**config.mk**
```make
export PLATFORM = sky130hd
export DESIGN_NAME = wb_arbiter
export DESIGN_NICKNAME = d
export VERILOG_FILES = /design/src/rtl/wb_arbiter.sv
export SDC_FILE = /design/constraint.sdc
export NUM_CORES = 1
export LEC_CHECK = 0
export CORE_MARGIN = 4
export CORE_UTILIZATION = 44
export CTS_BUF_LIST = sky130_fd_sc_hd__clkbuf_2
export CTS_CLUSTER_SIZE = 8
export DETAILED_ROUTE_END_ITERATION = 7
export PLACE_DENSITY = 0.83
export REMOVE_ABC_BUFFERS = 1
export SETUP_SLACK_MARGIN = 0.5
export SYNTH_ARGS = -nofsm -noshare
export SYNTH_HDL_FRONTEND = slang
export SYNTH_SLANG_ARGS = --single-unit
```
**constraint.sdc**
```tcl
create_clock -name clk -period 10.7 [get_ports clk]
set_input_delay 2.675 -clock clk [delete_from_list [all_inputs] [get_ports clk]]
set_output_delay 2.675 -clock clk [all_outputs]
set_load 0.01 [all_outputs]
```
**src/rtl/wb_arbiter.sv**
```systemverilog
// Write-back arbiter: shares the register-file write port between the ex stage and a buffered long-latency result.
// Optional macro WB_BYPASS_EN lets an idle-port long-latency result write in its handshake cycle.
module wb_arbiter #(
    parameter int unsigned MAX_WAIT = 4
) (
    input  logic        clk,
    input  logic        rst,
    input  logic [4:0]  ex_rd_addr_i,
    input  logic [31:0] ex_rd_data_i,
    input  logic        ex_reg_wen_i,
    input  logic        ll_valid_i,
    output logic        ll_ready_o,
    input  logic [4:0]  ll_rd_addr_i,
    input  logic [31:0] ll_rd_data_i,
    output logic [4:0]  rd_addr_o,
    output logic [31:0] rd_data_o,
    output logic        reg_wen_o,
    output logic        hold_o,
    output logic        ll_pending_o
);

    localparam int unsigned AW  = 5;
    localparam int unsigned DW  = 32;
    localparam int unsigned CW  = 4;
    localparam int unsigned CW1 = CW + 1;
    localparam logic [CW-1:0] CNT_MAX    = '1;
    localparam logic [CW:0]   MAX_WAIT_W = CW1'(MAX_WAIT);

    typedef enum logic [1:0] {
        SRC_NONE,
        SRC_EX,
        SRC_BUF,
        SRC_LL
    } src_e;

    logic          r_buf_full;
    logic [AW-1:0] r_buf_addr;
    logic [DW-1:0] r_buf_data;
    logic [CW-1:0] r_wait_cnt;
    logic          r_hold;

    src_e          w_src;
    logic          w_ex_req;
    logic          w_ll_nz;
    logic          w_xfer;
    logic          w_load;
    logic          w_buf_grant;
    logic [CW:0]   w_cnt_inc;

    assign w_ex_req    = ex_reg_wen_i && (ex_rd_addr_i != '0);
    assign w_ll_nz     = ll_rd_addr_i != '0;
    assign ll_ready_o  = !rst && !r_buf_full;
    assign w_xfer      = ll_valid_i && ll_ready_o;
    // A bypassed or x0 transfer completes the handshake without occupying the buffer
    assign w_load      = w_xfer && w_ll_nz && (w_src != SRC_LL);
    assign w_buf_grant = (w_src == SRC_BUF);
    assign w_cnt_inc   = {1'b0, r_wait_cnt} + CW1'(1);
    assign hold_o      = r_hold;
    assign ll_pending_o = r_buf_full;

    // Grant selection: forced drain, then ex, then buffer, then optional bypass
    always_comb begin
        w_src = SRC_NONE;
        if (rst) begin
            w_src = SRC_NONE;
        end else if (r_hold) begin
            w_src = SRC_BUF;
        end else if (w_ex_req) begin
            w_src = SRC_EX;
        end else if (r_buf_full) begin
            w_src = SRC_BUF;
`ifdef WB_BYPASS_EN
        end else if (ll_valid_i && w_ll_nz) begin
            w_src = SRC_LL;
`endif
        end
    end

    // Write-port mux
    always_comb begin
        reg_wen_o = 1'b0;
        rd_addr_o = '0;
        rd_data_o = '0;
        case (w_src)
            SRC_EX: begin
                reg_wen_o = 1'b1;
                rd_addr_o = ex_rd_addr_i;
                rd_data_o = ex_rd_data_i;
            end
            SRC_BUF: begin
                reg_wen_o = 1'b1;
                rd_addr_o = r_buf_addr;
                rd_data_o = r_buf_data;
            end
`ifdef WB_BYPASS_EN
            SRC_LL: begin
                reg_wen_o = 1'b1;
                rd_addr_o = ll_rd_addr_i;
                rd_data_o = ll_rd_data_i;
            end
`endif
            default: begin
                reg_wen_o = 1'b0;
            end
        endcase
    end

    // Holding buffer, starvation counter and one-cycle hold pulse
    always_ff @(posedge clk) begin
        if (rst) begin
            r_buf_full <= 1'b0;
            r_buf_addr <= '0;
            r_buf_data <= '0;
            r_wait_cnt <= '0;
            r_hold     <= 1'b0;
        end else begin
            r_hold <= 1'b0;
            if (w_buf_grant) begin
                r_buf_full <= 1'b0;
                r_wait_cnt <= '0;
            end else if (w_load) begin
                r_buf_full <= 1'b1;
                r_buf_addr <= ll_rd_addr_i;
                r_buf_data <= ll_rd_data_i;
                r_wait_cnt <= '0;
            end else if (r_buf_full) begin
                if (r_wait_cnt != CNT_MAX) begin
                    r_wait_cnt <= w_cnt_inc[CW-1:0];
                end
                r_hold <= (w_cnt_inc >= MAX_WAIT_W);
            end
        end
    end

endmodule

```
==> results.yml <==
worst_setup_path:
  rrSetupSlack_ns: 8.19
  max_stage_delay_ns: 0.58
  timing.rr.start: "ll_pending_o"
  critPathSlowestCell: "or4_1"
  cp_top_family: "buffers and inverters"
  worstSetupPathDepth: 9
  reg2reg_to: "r_buf_data[20]"
  path_class: "input port to primary output"
  worst-path-max-fanout: 26
  cp.arrival_ns: 5.99
  crit_top_cell: "clkdlybuf4s50_1"
  crit_start: "ex_rd_addr_i[0]"
  critical_path_buf_inv_count: 3
  end_kind: "primary output"
  crit_required_ns: 8.03
  reg2reg_depth: 5
  cp-start-kind: "input port"
  crit_chain: "clkdlybuf4s50_1, or4_1, o21ai_0, a31o_2, ha_1, buf_4, a22oi_1, nor2_1, clkdlybuf4s50_1"
clock_tree:
  cts-root-buf: "clkbuf_2"
  holdBufCountCts: 0
  numClockSinks: 43
  cts-resized-gates: 0
  post-cts-setup-buffers: 0
  cts_buffers: 5
  clk_latency_ns: 0.40
  path_clk_slew_ns: 0.20
  cts_buffer_depth: 2
  cts_max_level: 2
  cts_tree: "yes"
cells_and_area:
  layout_common_cells: "clkdlybuf4s50_1, dfxtp_1, nor2_1, a22oi_1, nor2b_1"
  drive_gt1_share_pct: 12.64
  nets: 447
  final_cell_area_um2: 3563
  areaGrowthSynthToFinish_pct: 52.46
  final_util_pct: 69.33
  layout_commonest_cell: "clkdlybuf4s50_1"
  antenna-diode-count: 0
yosys:
  synth_edf_count: 0
  syn_inst: 256
  async_reset_ff_share_pct: 0
  synth-seq-cells: 43
  yosysSeqAreaShare_pct: 36.83
  synth.distinct_cells: 32
  synth_flop_cell: "dfxtp_1"
  syn-cell-area_um2: 2337
  ys_warn_count: 0
  avgSynthCellArea_um2: 9.130
timing:
  slew_headroom_pct: 20.24
  rsz0062_at_grt: "false"
  worst_slew_pin_slew_ns: 1.196
  drv_slew: 0
  fin_setup_tns_ns: 0
  finalHoldViolCount: 0
  fmax_mhz: 115.4
  hold_slack_ns: 0.4850
  fin_crit_sh_pct: 81.00
  setup_viol: 0
  finalCriticalPeriod_ns: 8.667
  finClkSkew_ns: 0.008951
routing:
  vias_per_cell: 5.154
  avgRoutedWirePerCell_um: 14.81
  postRouteAntennaNets: 0
  drc: 0
  vias: 2237
  wl_um: 6428
  drtPass1Iterations: 4
  drt_iter0_drc: 101
grt:
  grt_max_degree: 41
  grt_pass1_wl_um: 10340
  grt_pass1_vias: 2275
  antenna_found_initial: 0
  track_usage_pct: 19.84
  grt_overflow: 0
pwr:
  p_leak_uw: 0.001346
  ir_worst_vdd_v: 0.00007886
  p_per_area_nw_per_um2: 92.50
placed_design:
  gp_congestion: 0.7737
  io_buffers: 118
  dp_hpwl_um: 4669
  place_area_um2: 3530
floorplanning:
  coreArea_um2: 5140
  die_area_um2: 6542
  initial_core_util_pct: 45.47
  io-pin-count: 119
  core.rowCount: 26
  die_y_um: 80.88
  die_x_um: 80.88
min_path:
  hp-class: "register to register"
  hold_start: "r_buf_data[3]"
  hold_depth: 2
  hold_path_end: "r_buf_data[3]"
status:
  status: "finished, final reports clean"
job:
  cap_violations: 0
-- worst max-delay path by stage --
| stage | endpoint | slack (ns) |
|---|---|---|
| final | rd_data_o[19] | 2.03 |
| after global routing | rd_data_o[19] | 1.73 |
| after CTS | rd_data_o[19] | 2.05 |
| after detailed placement | rd_data_o[19] | 2.06 |
| after global placement | rd_data_o[22] | 2.10 |
| after floorplan | rd_data_o[0] | 3.22 |
-- synthesized netlist by cell type, types with 2 or more instances --
| cell | n | area [um2] |
|---|---|---|
| a2111oi_0 | 2 | 17.52 |
| a211oi_1 | 3 | 22.52 |
| a21oi_1 | 2 | 10.01 |
| a22oi_1 | 37 | 277.8 |
| buf_1 | 4 | 15.01 |
| buf_6 | 3 | 33.78 |
| clkbuf_1 | 12 | 45.04 |
| dfxtp_1 | 43 | 860.8 |
| ha_1 | 5 | 62.56 |
| inv_1 | 5 | 18.77 |
| mux2_2 | 33 | 371.6 |
| mux2i_1 | 2 | 20.02 |
| nand2_1 | 7 | 26.28 |
| nor2_1 | 39 | 146.4 |
| nor2b_1 | 35 | 219.0 |
| nor3_1 | 3 | 15.01 |
| o21ai_0 | 5 | 25.02 |
| or3_1 | 2 | 12.51 |
-- stage by stage --
step	setup slack [ns]	cells	power [uW]
finish	2.033	434	329.6
global route	1.725	434	347.0
CTS	2.053	434	333.8
detailed placement	2.063	427	268.0
global placement	2.099	427	266.0
floorplan	3.220	236	219.1
-- final cells by class --
class / count / area [um2]
timing repair buffer: 121 / 1204
inverter: 5 / 18.77
sequential: 43 / 860.8
clock buffer: 5 / 25.02
tap: 70 / 87.58
multi-input combinational: 188 / 1359
clock inverter: 2 / 8.758
fill: 460 / 1577
-- layer usage --
metal | part of all wire (%) | vias to the layer above | global-route usage (%)
met5 | 0 | - | 0
met4 | 1.4 | 0 | 6.081
met3 | 8.1 | 8 | 5.432
met2 | 49 | 87 | 34.73
met1 | 42 | 1023 | 23.51
li1 | - | 1119 | -
-- power by group --
group | switching (uW) | internal (uW) | leakage (uW)
Clock | 51.6 | 13.8 | 0.0000262
Combinational | 30.7 | 53.5 | 0.000966
Sequential | 7.01 | 173 | 0.000354
-- registers in the layout, indices dropped and copies added, names as in the netlist --
| register | cells |
|---|---|
| r_buf_data | 32 |
| ll_pending_o | 1 |
| hold_o | 1 |
| r_wait_cnt | 4 |
| r_buf_addr | 5 |
-- worst register-to-register path: stages (launching register included) --
cell      delay, ns
dfxtp_1        0.61
a31o_2         0.24
ha_1           0.46
inv_1          0.21
o211ai_4       0.48
mux2_2         0.43
-- cell families (layout without fill, tap and decap cells) --
family          count (synthesis)  in the layout  synth area share [%]
compound gates                 54             54                 17.40
flops                          43             43                 36.83
fa+ha+maj                       5              5                 2.677
simple gates                   93             93                 20.82
buf+inv                        25            133                 5.032
mux                            36             36                 17.24
(Power assumes the default switching activity.)
